### src/rtl/mux_pkt_arbiter.sv
// Packet-level round-robin arbiter driving the one-hot select of a 2:1 flit mux.
// Optional stall-timeout release is enabled by defining MUX_ARB_TIMEOUT_EN.

module mux_pkt_arbiter #(
    parameter int               TYPEW     = 2,
    parameter logic [TYPEW-1:0] TYPE_NONE = 2'b00,
    parameter logic [TYPEW-1:0] TYPE_HEAD = 2'b01,
    parameter logic [TYPEW-1:0] TYPE_TAIL = 2'b10,
    parameter logic [TYPEW-1:0] TYPE_DATA = 2'b11,
    parameter int               TIMEOUT   = 64
) (
    input  logic             clk,
    input  logic             rst_,
    input  logic             ivalid_0,
    input  logic [TYPEW-1:0] itype_0,
    input  logic             ivalid_1,
    input  logic [TYPEW-1:0] itype_1,
    input  logic             iready,
    output logic [1:0]       sel,
    output logic             grant_0,
    output logic             grant_1,
    output logic             busy,
    output logic             err_flit,
    output logic             timeout
);

    typedef enum logic [1:0] {
        IDLE  = 2'd0,
        LOCK0 = 2'd1,
        LOCK1 = 2'd2
    } state_t;

`ifdef MUX_ARB_TIMEOUT_EN
    localparam bit TIMEOUT_EN = 1'b1;
`else
    // Without the feature the stall counter is held at zero and is optimised away.
    localparam bit TIMEOUT_EN = 1'b0;
`endif

    localparam logic [7:0] STALL_LIMIT = 8'(TIMEOUT);

    state_t     state_q, state_d;
    logic [1:0] sel_q, sel_d;
    logic       busy_q, busy_d;
    logic       rr_ptr_q, rr_ptr_d;
    logic       err_flit_q, err_flit_d;
    logic       timeout_q, timeout_d;
    logic [7:0] stall_cnt_q, stall_cnt_d;

    logic             req_0, req_1;
    logic             stray_0, stray_1;
    logic             own_port;
    logic             own_valid;
    logic [TYPEW-1:0] own_type;
    logic             own_grant;

    function automatic logic is_non_head(input logic [TYPEW-1:0] t);
        return (t == TYPE_NONE) || (t == TYPE_DATA) || (t == TYPE_TAIL);
    endfunction

    assign req_0   = ivalid_0 && (itype_0 == TYPE_HEAD);
    assign req_1   = ivalid_1 && (itype_1 == TYPE_HEAD);
    assign stray_0 = ivalid_0 && is_non_head(itype_0);
    assign stray_1 = ivalid_1 && is_non_head(itype_1);

    assign grant_0 = sel_q[0] & ivalid_0 & iready;
    assign grant_1 = sel_q[1] & ivalid_1 & iready;

    // Signals of whichever input currently owns the lock.
    assign own_port  = (state_q == LOCK1);
    assign own_valid = own_port ? ivalid_1 : ivalid_0;
    assign own_type  = own_port ? itype_1 : itype_0;
    assign own_grant = grant_0 | grant_1;

    always_comb begin
        state_d     = state_q;
        rr_ptr_d    = rr_ptr_q;
        err_flit_d  = 1'b0;
        timeout_d   = 1'b0;
        stall_cnt_d = stall_cnt_q;

        case (state_q)
            IDLE: begin
                err_flit_d  = stray_0 | stray_1;
                stall_cnt_d = 8'd0;
                if (req_0 && req_1) begin
                    state_d = rr_ptr_q ? LOCK1 : LOCK0;
                end else if (req_0) begin
                    state_d = LOCK0;
                end else if (req_1) begin
                    state_d = LOCK1;
                end
            end
            LOCK0, LOCK1: begin
                if (own_grant) begin
                    stall_cnt_d = 8'd0;
                    if (own_type == TYPE_TAIL) begin
                        state_d  = IDLE;
                        rr_ptr_d = ~own_port;
                    end
                end else if (!own_valid && TIMEOUT_EN) begin
                    // Backpressure stalls (valid but not ready) deliberately do not count.
                    if (stall_cnt_q == STALL_LIMIT - 8'd1) begin
                        state_d     = IDLE;
                        rr_ptr_d    = ~own_port;
                        timeout_d   = 1'b1;
                        stall_cnt_d = 8'd0;
                    end else begin
                        stall_cnt_d = stall_cnt_q + 8'd1;
                    end
                end
            end
            default: begin
                state_d = IDLE;
            end
        endcase

        sel_d  = (state_d == LOCK0) ? 2'b01 :
                 (state_d == LOCK1) ? 2'b10 : 2'b00;
        busy_d = (state_d != IDLE);
    end

    always_ff @(posedge clk or negedge rst_) begin
        if (!rst_) begin
            state_q     <= IDLE;
            sel_q       <= 2'b00;
            busy_q      <= 1'b0;
            rr_ptr_q    <= 1'b0;
            err_flit_q  <= 1'b0;
            timeout_q   <= 1'b0;
            stall_cnt_q <= 8'd0;
        end else begin
            state_q     <= state_d;
            sel_q       <= sel_d;
            busy_q      <= busy_d;
            rr_ptr_q    <= rr_ptr_d;
            err_flit_q  <= err_flit_d;
            timeout_q   <= timeout_d;
            stall_cnt_q <= stall_cnt_d;
        end
    end

    assign sel      = sel_q;
    assign busy     = busy_q;
    assign err_flit = err_flit_q;
    assign timeout  = timeout_q;

endmodule
### config.mk
export PLATFORM = sky130hd
export DESIGN_NAME = mux_pkt_arbiter
export DESIGN_NICKNAME = d
export VERILOG_FILES = /design/src/rtl/mux_pkt_arbiter.sv
export SDC_FILE = /design/constraint.sdc
export NUM_CORES = 1
export LEC_CHECK = 0
export CAP_MARGIN = 20
export CORE_MARGIN = 2
export CORE_UTILIZATION = 29
export CTS_CLUSTER_SIZE = 10
export DETAILED_ROUTE_END_ITERATION = 7
export HOLD_SLACK_MARGIN = 0.08
export PLACE_DENSITY = 0.66
export RECOVER_POWER = 100
export SKIP_CTS_REPAIR_TIMING = 1
export SYNTH_ARGS = -nofsm -noshare
export SYNTH_HDL_FRONTEND = slang
export SYNTH_SLANG_ARGS = --single-unit
### constraint.sdc
create_clock -name clk -period 1.9 [get_ports clk]
set_clock_uncertainty 0.1 [all_clocks]
set_input_delay 0.38 -clock clk [delete_from_list [all_inputs] [get_ports clk]]
set_output_delay 0.38 -clock clk [all_outputs]
set_load 0.005 [all_outputs]
# Word level (Yosys, flattened, before mapping)
# Cells that the tools add are included.
# totals
word_cells,49
reg_bits,7
# classes
reduce_logical,15
bitwise_logic,7
eq_ne,11
n_mux,11
# op_table
op,count
2-to-1 mux 2 bit,9
== test 2 bit (second input constant),7
== test 2 x 1 -> 1 bit (second input constant),4
logical NOT 2 bit,3
logical AND 1 bit,5
AND 1 bit,4
logical OR 1 bit,4
case mux 2 bit (2 select lines),1
AND reduction 3 bit,1
OR 1 bit,2
nonzero test 2 bit,1
OR reduction 2 bit,1
2-to-1 mux 1 bit,1
inverter 1 bit,1

# Depth between registers and ports, before layout
# Gate-level depths: netlist of the first run.
# depth
ltp_word,9
depth_mapped,6

# Worst setup path before layout of the first run
# No wires, ideal clock.
# synth_path
path_kind,register -> register
start,reg state_q[0]
end,reg sel_q[1] (netlist: sel[1])
t_arrival_ns,1.401
setup_ns,0.126
required_ns,1.674
path_stages_with_launch,7
setup_slack_ns,0.273
cell_sequence,dfrtp_1 -> inv_1 -> ha_1 -> and3b_2 -> o211ai_2 -> a32oi_2 -> nor3b_2
# synth_via
elab_chain_len,9
elab_cells_between_ends,16
# synth_lines
element,line_no,rtl
start: declaration,42,"state_t state_q, state_d;"
start signal: assignment,133,state_q <= state_d;
== test 2 bit,"70, 82",
2-to-1 mux 2 bit,72,assign own_type = own_port ? itype_1 : itype_0;
== test 2 bit,97,if (own_type == TYPE_TAIL) begin
2-to-1 mux 2 bit,97,
2-to-1 mux 2 bit,95,if (own_grant) begin
case mux 2 bit (2 select lines) *,82,case (state_q)
== test 2 bit,119,(state_d == LOCK1) ? 2'b10 : 2'b00;
2-to-1 mux 2 bit,119,
2-to-1 mux 2 bit *,118,sel_d = (state_d == LOCK0) ? 2'b01 :
net sel_d[1],43,"logic [1:0] sel_q, sel_d;"
end signal: assignment,134,sel_q <= sel_d;
end: declaration,43,
# The timed path passes the listed nets; every way through them passes the cells marked *.
# A chain may end at the register's enable or synchronous reset.

# Worst setup path after layout of the first run
# Ends and elaborated chain as after synthesis.

==> impl_metrics.prom, run 1 <==
# TYPE chip_impl_metric gauge
chip_impl_info{name="run_status",value="completed"} 1
chip_impl_metric{name="max-cap-violations",unit=""} 0
chip_impl_info{name="worst_setup_path_endpoint",value="sel[1]"} 1
chip_impl_metric{name="route.final.wire_length",unit="µm"} 939
chip_impl_metric{name="numPortBuffers",unit=""} 14
chip_impl_metric{name="switching_power",unit="µW"} 249.8
chip_impl_metric{name="dieWidth",unit="µm"} 43.96
chip_impl_info{name="clock_tree_from_tritoncts",value="yes"} 1
chip_impl_metric{name="grt.overflow.total",unit=""} 0
chip_impl_metric{name="wl_per_cell",unit="µm"} 11.74
chip_impl_metric{name="power.share.clock",unit="%"} 18.1
chip_impl_info{name="grt_setup_unrepaired",value="no"} 1
chip_impl_info{name="most_instantiated_cells_after_synthesis",value="sky130_fd_sc_hd__dfrtp_1 (7), sky130_fd_sc_hd__inv_1 (4), sky130_fd_sc_hd__ha_1 (3), sky130_fd_sc_hd__nor3b_2 (3), sky130_fd_sc_hd__o21ai_0 (3)"} 1
chip_impl_metric{name="dp.final_hpwl",unit="µm"} 779.9
chip_impl_metric{name="setup_slack",unit="ps"} 90.64
chip_impl_metric{name="post_route_cells_drive_above_1_share",unit="%"} 21.88
chip_impl_metric{name="netlist_area",unit="µm²"} 462.9
chip_impl_metric{name="tns",unit="ps"} 0
chip_impl_metric{name="ys_warn_count",unit=""} 0
chip_impl_metric{name="antenna_violating_nets_post_route",unit=""} 0
chip_impl_metric{name="synthArstFlopShare",unit="%"} 100.0
chip_impl_metric{name="post_synth_mux_area_share",unit="%"} 0
chip_impl_metric{name="clkLatencyLatePin",unit="ps"} 250
chip_impl_metric{name="grt_pass1_vias",unit=""} 409
chip_impl_metric{name="std_cell_rows",unit=""} 14
chip_impl_info{name="critical_path.reg2reg.startpoint",value="state_q[0]"} 1
chip_impl_metric{name="placement.setup.worst_slack",unit="ps"} -91.33
chip_impl_metric{name="net_count_of_the_mapped_netlist",unit=""} 55
chip_impl_metric{name="maxClockFrequency",unit="MHz"} 552.7
chip_impl_info{name="worstSetupStartpointType",value="flop"} 1
chip_impl_metric{name="fin_crit",unit="ps"} 1809
chip_impl_metric{name="critPathRequiredTime",unit="ps"} 1970
chip_impl_metric{name="grtUsageTotal",unit="%"} 11.55
chip_impl_metric{name="cts_inserted_buffers",unit=""} 3
chip_impl_metric{name="final_hold_vio_count",unit=""} 0
chip_impl_metric{name="grt_start_max_net_pins",unit=""} 8
chip_impl_metric{name="clk_transition_reported_paths",unit="ps"} 50
chip_impl_metric{name="ctsHtreeMaxLevel",unit=""} 1
chip_impl_metric{name="routed-via-count",unit=""} 410
chip_impl_metric{name="synth_top_area_share",unit="%"} 37.84
chip_impl_metric{name="p_leak",unit="µW"} 0.0003341
chip_impl_info{name="cts_root_buf",value="sky130_fd_sc_hd__clkbuf_4"} 1
chip_impl_metric{name="worstPathMaxFanout",unit=""} 4
chip_impl_metric{name="synth_enable_flop_cells",unit=""} 0
chip_impl_metric{name="multiInputGateArea",unit="µm²"} 264.0
chip_impl_metric{name="ir_drop",unit="µV"} 688.0
chip_impl_metric{name="floorplan.initialDensity",unit="%"} 30.73
chip_impl_metric{name="ff_latch_area",unit="µm²"} 175.2
chip_impl_info{name="combinational_family_with_the_most_area_after_synthesis",value="compound AO/OA/AOI/OAI gates"} 1
chip_impl_metric{name="synth_cell_types",unit=""} 24
chip_impl_info{name="min-delay-path-class",value="primary input to asynchronous set/reset pin"} 1
chip_impl_metric{name="ff2ff_setup_slack",unit="ps"} 90
chip_impl_info{name="yosys.cell_count.top_type",value="sky130_fd_sc_hd__dfrtp_1"} 1
chip_impl_metric{name="drc_errors",unit=""} 0
chip_impl_metric{name="finalSetupViolations",unit=""} 0
chip_impl_metric{name="seqPwrFrac",unit="%"} 33.3
chip_impl_metric{name="layout_worst_path_cycle_share",unit="%"} 95.23
chip_impl_metric{name="cell_pwr_density",unit="nW/µm²"} 1069
chip_impl_info{name="worstSetupStartpoint",value="state_q[0]"} 1
chip_impl_metric{name="synth_adder_area_share",unit="%"} 8.108
chip_impl_metric{name="simple_gate_share_of_the_synthesized_area",unit="%"} 23.51
chip_impl_info{name="synth.area.top_cells",value="sky130_fd_sc_hd__dfrtp_1 (38%), sky130_fd_sc_hd__ha_1 (8.1%), sky130_fd_sc_hd__nor3b_2 (8.1%), sky130_fd_sc_hd__and3b_2 (4.3%), sky130_fd_sc_hd__a32oi_2 (3.5%)"} 1
chip_impl_metric{name="area_growth",unit="%"} 45.14
chip_impl_metric{name="synth_sequential_area_ratio",unit="%"} 37.84
chip_impl_metric{name="antenna_cells_inserted",unit=""} 0
chip_impl_info{name="synth_flop_cell",value="sky130_fd_sc_hd__dfrtp_1"} 1
chip_impl_metric{name="fp.coreArea",unit="µm²"} 1506
chip_impl_metric{name="n_fill_cell",unit=""} 136
chip_impl_metric{name="cts.sink_count",unit=""} 7
chip_impl_info{name="cp-end-kind",value="flop"} 1
chip_impl_info{name="post-synth-top-area-cell",value="sky130_fd_sc_hd__dfrtp_1"} 1
chip_impl_metric{name="critPathArrivalTime",unit="ps"} 1880
chip_impl_info{name="critPathKind",value="flop to flop"} 1
chip_impl_metric{name="largest_buffer_count_on_any_clock_path",unit=""} 2
chip_impl_metric{name="pwr-share-comb",unit="%"} 48.6
chip_impl_metric{name="ys_ff_latch",unit=""} 7
chip_impl_metric{name="worstRegToRegCells",unit=""} 6
chip_impl_metric{name="syn-instance-count",unit=""} 43
chip_impl_metric{name="synth-compound-area-share",unit="%"} 24.86
chip_impl_metric{name="switching_share_of_total_power",unit="%"} 34.76
chip_impl_metric{name="gpl.final_weighted_congestion",unit=""} 0.7894
chip_impl_info{name="r2r-end",value="sel[1]"} 1
chip_impl_metric{name="grt_antenna_before_repair",unit=""} 0
chip_impl_metric{name="finalNetCount",unit=""} 77
chip_impl_metric{name="die_h",unit="µm"} 43.96
chip_impl_metric{name="synth_xor_xnor_area_share",unit="%"} 0
chip_impl_metric{name="num_io_pins",unit=""} 16
chip_impl_metric{name="avgSynthCellArea",unit="µm²"} 10.77
chip_impl_metric{name="grt_pass1_wl",unit="µm"} 1593
chip_impl_metric{name="final_max_slew_viol_count",unit=""} 0
chip_impl_metric{name="mean_number_of_vias_per_cell",unit=""} 5.125
chip_impl_metric{name="floorplan.die_area",unit="µm²"} 1932
chip_impl_metric{name="initialDrtViolationCount",unit=""} 1
chip_impl_metric{name="cell_internal_pwr",unit="µW"} 468.8
chip_impl_metric{name="dr.pass1.iters",unit=""} 4
worst min-delay path by stage:
stage / slack (ps) / to / start / cells past startpoint
4_1_cts: 280 / sel[0] / rst_ / 1
5_1_grt: 360 / err_flit / rst_ / 1
3_3_place_gp: 390 / rr_ptr_q / rr_ptr_q / 2
2_1_floorplan: -20 / busy / rst_ / 0
6_report: 350 / sel[0] / rst_ / 1
3_5_place_dp: 380 / rr_ptr_q / rr_ptr_q / 2
through the flow:
stage | total power (µW) | std cells | hold slack, ps | cell area [µm²] | utilization [%]
6_report | 718.6 | 80 | 345.0 | 671.9 | 44.60
5_1_grt | 785.1 | 80 | 355.0 | 671.9 | 44.60
4_1_cts | 751.5 | 80 | 275.1 | 671.9 | 44.60
3_5_place_dp | 614.6 | 76 | 380.1 | 645.6 | 42.86
3_3_place_gp | 611.6 | 76 | 386.7 | 645.6 | 42.86
2_1_floorplan | 458.0 | 43 | -15.59 | 462.9 | -
sequential cells by signal (all words and copies together), names as in the netlist:
| register | flops |
|---|---|
| busy | 1 |
| err_flit | 1 |
| rr_ptr_q | 1 |
| sel | 2 |
| state_q | 2 |
layout make-up:
cell class / instances / area share [%]
clock buffer: 4 / 3.911
inverter: 4 / 2.235
multi-input combinational: 31 / 39.29
sequential: 7 / 26.07
tap: 16 / 2.980
timing repair buffer: 18 / 25.51
cell families after synthesis:
group,after synthesis
other cells,1
flops,7
buf+inv,5
simple gates,14
fa+ha+maj,3
compound gates,13
power by group through the flow:
stage | Combinational [µW] | Clock (µW) | Sequential [µW]
after floorplan | 212 | 0 | 246
after global placement | 370 | 0 | 242
after detailed placement | 372 | 0 | 243
after CTS | 374 | 137 | 240
after global routing | 387 | 154 | 245
final | 349 | 130 | 239
critical path: stages (launching register included):
cell and delay (ps):
sky130_fd_sc_hd__dfrtp_1 410, sky130_fd_sc_hd__inv_1 100, sky130_fd_sc_hd__ha_1 250, sky130_fd_sc_hd__nor3b_2 220, sky130_fd_sc_hd__o211ai_2 140, sky130_fd_sc_hd__a32oi_2 310, sky130_fd_sc_hd__nor3b_2 210
placed cells by master (no fill, tap or decap), types with 2 or more instances in the layout:
cell                              instances
sky130_fd_sc_hd__ha_1                     3
sky130_fd_sc_hd__buf_4                    3
sky130_fd_sc_hd__inv_1                    4
sky130_fd_sc_hd__clkdlybuf4s50_1          5
sky130_fd_sc_hd__dfrtp_1                  7
sky130_fd_sc_hd__dlygate4sd3_1            6
sky130_fd_sc_hd__o21ai_0                  3
sky130_fd_sc_hd__dlymetal6s2s_1           2
sky130_fd_sc_hd__and3_1                   2
sky130_fd_sc_hd__nor2_1                   2
sky130_fd_sc_hd__clkbuf_4                 3
sky130_fd_sc_hd__nand2_1                  2
sky130_fd_sc_hd__clkbuf_1                 2
sky130_fd_sc_hd__nor3b_2                  3
layer usage:
| layer | vias to the layer above | GRT usage [%] | part of all wire, % |
|---|---|---|---|
| met2 | 13 | 19.12 | 51 |
| met4 | 0 | 1.818 | 0 |
| li1 | 201 | - | - |
| met5 | - | 0 | 0 |
| met1 | 196 | 12.60 | 41 |
| met3 | 0 | 7.500 | 8.1 |
(Power assumes the default switching activity.)
==> inputs of run 2 (changes only) <==
PLACE_DENSITY = 0.52   (was 0.66)
==> run 2 against run 1 <==
  * Largest cell class unchanged
  * Non-clock buffer count is 2 higher
  * Count of clock-buffer cells in the layout did not move
  * Design area grew 4.7%
  * Sequential share of layout area is 1.2 points lower
  * Combinational power increased by 6.9%
  * Setup slack gained 34 ps
  * First-iteration DRC count rose to 5.0 times the previous value
==> impl_metrics.prom, run 2 (synthesis gave the netlist of run 1 again) <==
# TYPE chip_impl_metric gauge
chip_impl_metric{name="ctsHtreeMaxLevel",unit=""} 1
chip_impl_metric{name="cpPeakStageDelay",unit="ps"} 400
chip_impl_metric{name="placement.setup.worst_slack",unit="ps"} -105.8
chip_impl_metric{name="post-route-cell-area",unit="µm²"} 703.2
chip_impl_metric{name="drc_errors",unit=""} 0
chip_impl_metric{name="critPathArrivalTime",unit="ps"} 1800
chip_impl_metric{name="floorplan.die_area",unit="µm²"} 1932
chip_impl_metric{name="antenna_cells_inserted",unit=""} 0
chip_impl_metric{name="final_hold_vio_count",unit=""} 0
chip_impl_info{name="clock_tree_from_tritoncts",value="yes"} 1
chip_impl_metric{name="finalNetCount",unit=""} 79
chip_impl_metric{name="grt_pass1_vias",unit=""} 374
chip_impl_metric{name="n_fill_cell",unit=""} 137
chip_impl_metric{name="max-cap-violations",unit=""} 0
chip_impl_metric{name="initialDrtViolationCount",unit=""} 5
chip_impl_metric{name="area_growth",unit="%"} 51.89
chip_impl_metric{name="seqPwrFrac",unit="%"} 32.0
chip_impl_metric{name="finalSetupViolations",unit=""} 0
chip_impl_metric{name="final_max_slew_viol_count",unit=""} 0
chip_impl_metric{name="floorplan.initialDensity",unit="%"} 30.73
chip_impl_metric{name="die_h",unit="µm"} 43.96
chip_impl_metric{name="grt_pass1_wl",unit="µm"} 1580
chip_impl_metric{name="clk_transition_reported_paths",unit="ps"} 50
chip_impl_metric{name="dr.pass1.iters",unit=""} 4
chip_impl_metric{name="power.share.clock",unit="%"} 17.5
chip_impl_metric{name="route.final.wire_length",unit="µm"} 988
chip_impl_metric{name="std_cell_rows",unit=""} 14
chip_impl_info{name="cts_root_buf",value="sky130_fd_sc_hd__clkbuf_4"} 1
chip_impl_metric{name="cell_internal_pwr",unit="µW"} 486.0
chip_impl_metric{name="grt_antenna_before_repair",unit=""} 0
chip_impl_metric{name="grt.overflow.total",unit=""} 0
chip_impl_metric{name="layout_worst_path_cycle_share",unit="%"} 93.45
chip_impl_info{name="timing.critical_path.cells",value="inv_1, ha_1, and3b_2, o211ai_4, a32oi_2, nor3b_2"} 1
chip_impl_metric{name="grt_start_max_net_pins",unit=""} 8
chip_impl_metric{name="wl_met2",unit="µm"} 453
chip_impl_metric{name="placed_area",unit="µm²"} 653.1
chip_impl_metric{name="wl_per_cell",unit="µm"} 12.05
chip_impl_metric{name="num_io_pins",unit=""} 16
chip_impl_metric{name="cell_pwr_density",unit="nW/µm²"} 1052
chip_impl_info{name="crit_slowest_cell",value="sky130_fd_sc_hd__dfrtp_1"} 1
chip_impl_metric{name="switching_share_of_total_power",unit="%"} 34.28
chip_impl_metric{name="switching_power",unit="µW"} 253.5
chip_impl_metric{name="gpl.final_weighted_congestion",unit=""} 0.6324
chip_impl_metric{name="clkLatencyLatePin",unit="ps"} 240
chip_impl_info{name="worstSetupStartpointType",value="flop"} 1
chip_impl_metric{name="ir_drop",unit="µV"} 869.1
chip_impl_info{name="top_signal_layer_used",value="met3"} 1
chip_impl_info{name="critPathKind",value="flop to flop"} 1
chip_impl_metric{name="fin_crit",unit="ps"} 1776
chip_impl_metric{name="worstPathMaxFanout",unit=""} 4
chip_impl_metric{name="mean_number_of_vias_per_cell",unit=""} 4.915
chip_impl_metric{name="critPathRequiredTime",unit="ps"} 1930
chip_impl_metric{name="dp.final_hpwl",unit="µm"} 799.5
chip_impl_info{name="mostFrequentLayoutCells",value="sky130_fd_sc_hd__dfrtp_1 (7), sky130_fd_sc_hd__dlygate4sd3_1 (6), sky130_fd_sc_hd__buf_4 (6)"} 1
chip_impl_metric{name="fp.coreArea",unit="µm²"} 1506
chip_impl_metric{name="routed-via-count",unit=""} 403
chip_impl_metric{name="antenna_violating_nets_post_route",unit=""} 0
chip_impl_info{name="cp-end-kind",value="flop"} 1
chip_impl_metric{name="maxClockFrequency",unit="MHz"} 563.2
chip_impl_metric{name="dieWidth",unit="µm"} 43.96
chip_impl_metric{name="grtUsageTotal",unit="%"} 11.45
chip_impl_metric{name="largest_buffer_count_on_any_clock_path",unit=""} 2
chip_impl_metric{name="cts_inserted_buffers",unit=""} 3
chip_impl_metric{name="wl_met3",unit="µm"} 94
chip_impl_info{name="grt_setup_unrepaired",value="no"} 1
chip_impl_metric{name="p_leak",unit="µW"} 0.0003373
chip_impl_info{name="run_status",value="completed"} 1
chip_impl_info{name="min-delay-path-class",value="primary input to asynchronous set/reset pin"} 1
chip_impl_metric{name="post_route_cells_drive_above_1_share",unit="%"} 25.76
chip_impl_info{name="most_common_library_cell_in_the_layout_ignoring_fill_and_taps",value="sky130_fd_sc_hd__dfrtp_1"} 1
chip_impl_metric{name="finish.utilization",unit="%"} 46.68
chip_impl_metric{name="drt-met1-wl",unit="µm"} 439
chip_impl_metric{name="setup_slack",unit="ps"} 124.5
chip_impl_metric{name="cts.sink_count",unit=""} 7
chip_impl_metric{name="pwr-share-comb",unit="%"} 50.5
chip_impl_metric{name="tns",unit="ps"} 0
chip_impl_metric{name="numPortBuffers",unit=""} 14
run 2: cell type report:
type	count	area [µm²]	share of cell area, %
Multi-Input combinational cell	31	276.5	39.32
Clock buffer	4	26.28	3.737
Timing Repair Buffer	20	190.2	27.05
Inverter	4	15.01	2.135
Sequential cell	7	175.2	24.91
Tap cell	16	20.02	2.847
run 2: power by group through the flow:
stage	clock, µW	sequential, µW	combinational, µW
finish	129	237	373
global route	144	243	415
CTS	135	241	371
detailed placement	0	243	371
global placement	0	242	371
floorplan	0	246	212
run 2: final timing paths:
check,start,endpoint,slack [ps],cells after the start
worst min-delay path,rst_,err_flit,360,1
max in group asynchronous,rst_,busy,1110,1
worst min register to register,rr_ptr_q,rr_ptr_q,390,2
worst max register to register,state_q[0],sel[1],120,6
worst max-delay path,state_q[0],sel[1],120,6
min in group clk,rr_ptr_q,rr_ptr_q,390,2
run 2: layer usage:
layer	track usage, %	vias to the layer above
li1	-	203
met2	17.65	16
met1	14.62	184
met5	0	-
met4	1.818	0
met3	5.833	0
run 2: critical path, delay by kind of cell (launching register included):
kind                       cells  cell delay, ps
and+or+nand+nor                2             430
DFF                            1             400
AOI/OAI and AO/OA              2             380
adders and majority gates      1             270
buffers and inverters          1              90
run 2: metrics by stage:
step           hold WS [ps]  power [µW]  cells
3_3_place_gp          376.7       612.9     77
5_1_grt               375.9       802.4     82
6_report              358.2       739.5     82
2_1_floorplan        -15.59       458.0     43
3_5_place_dp          388.7       613.9     77
4_1_cts               291.1       747.4     81
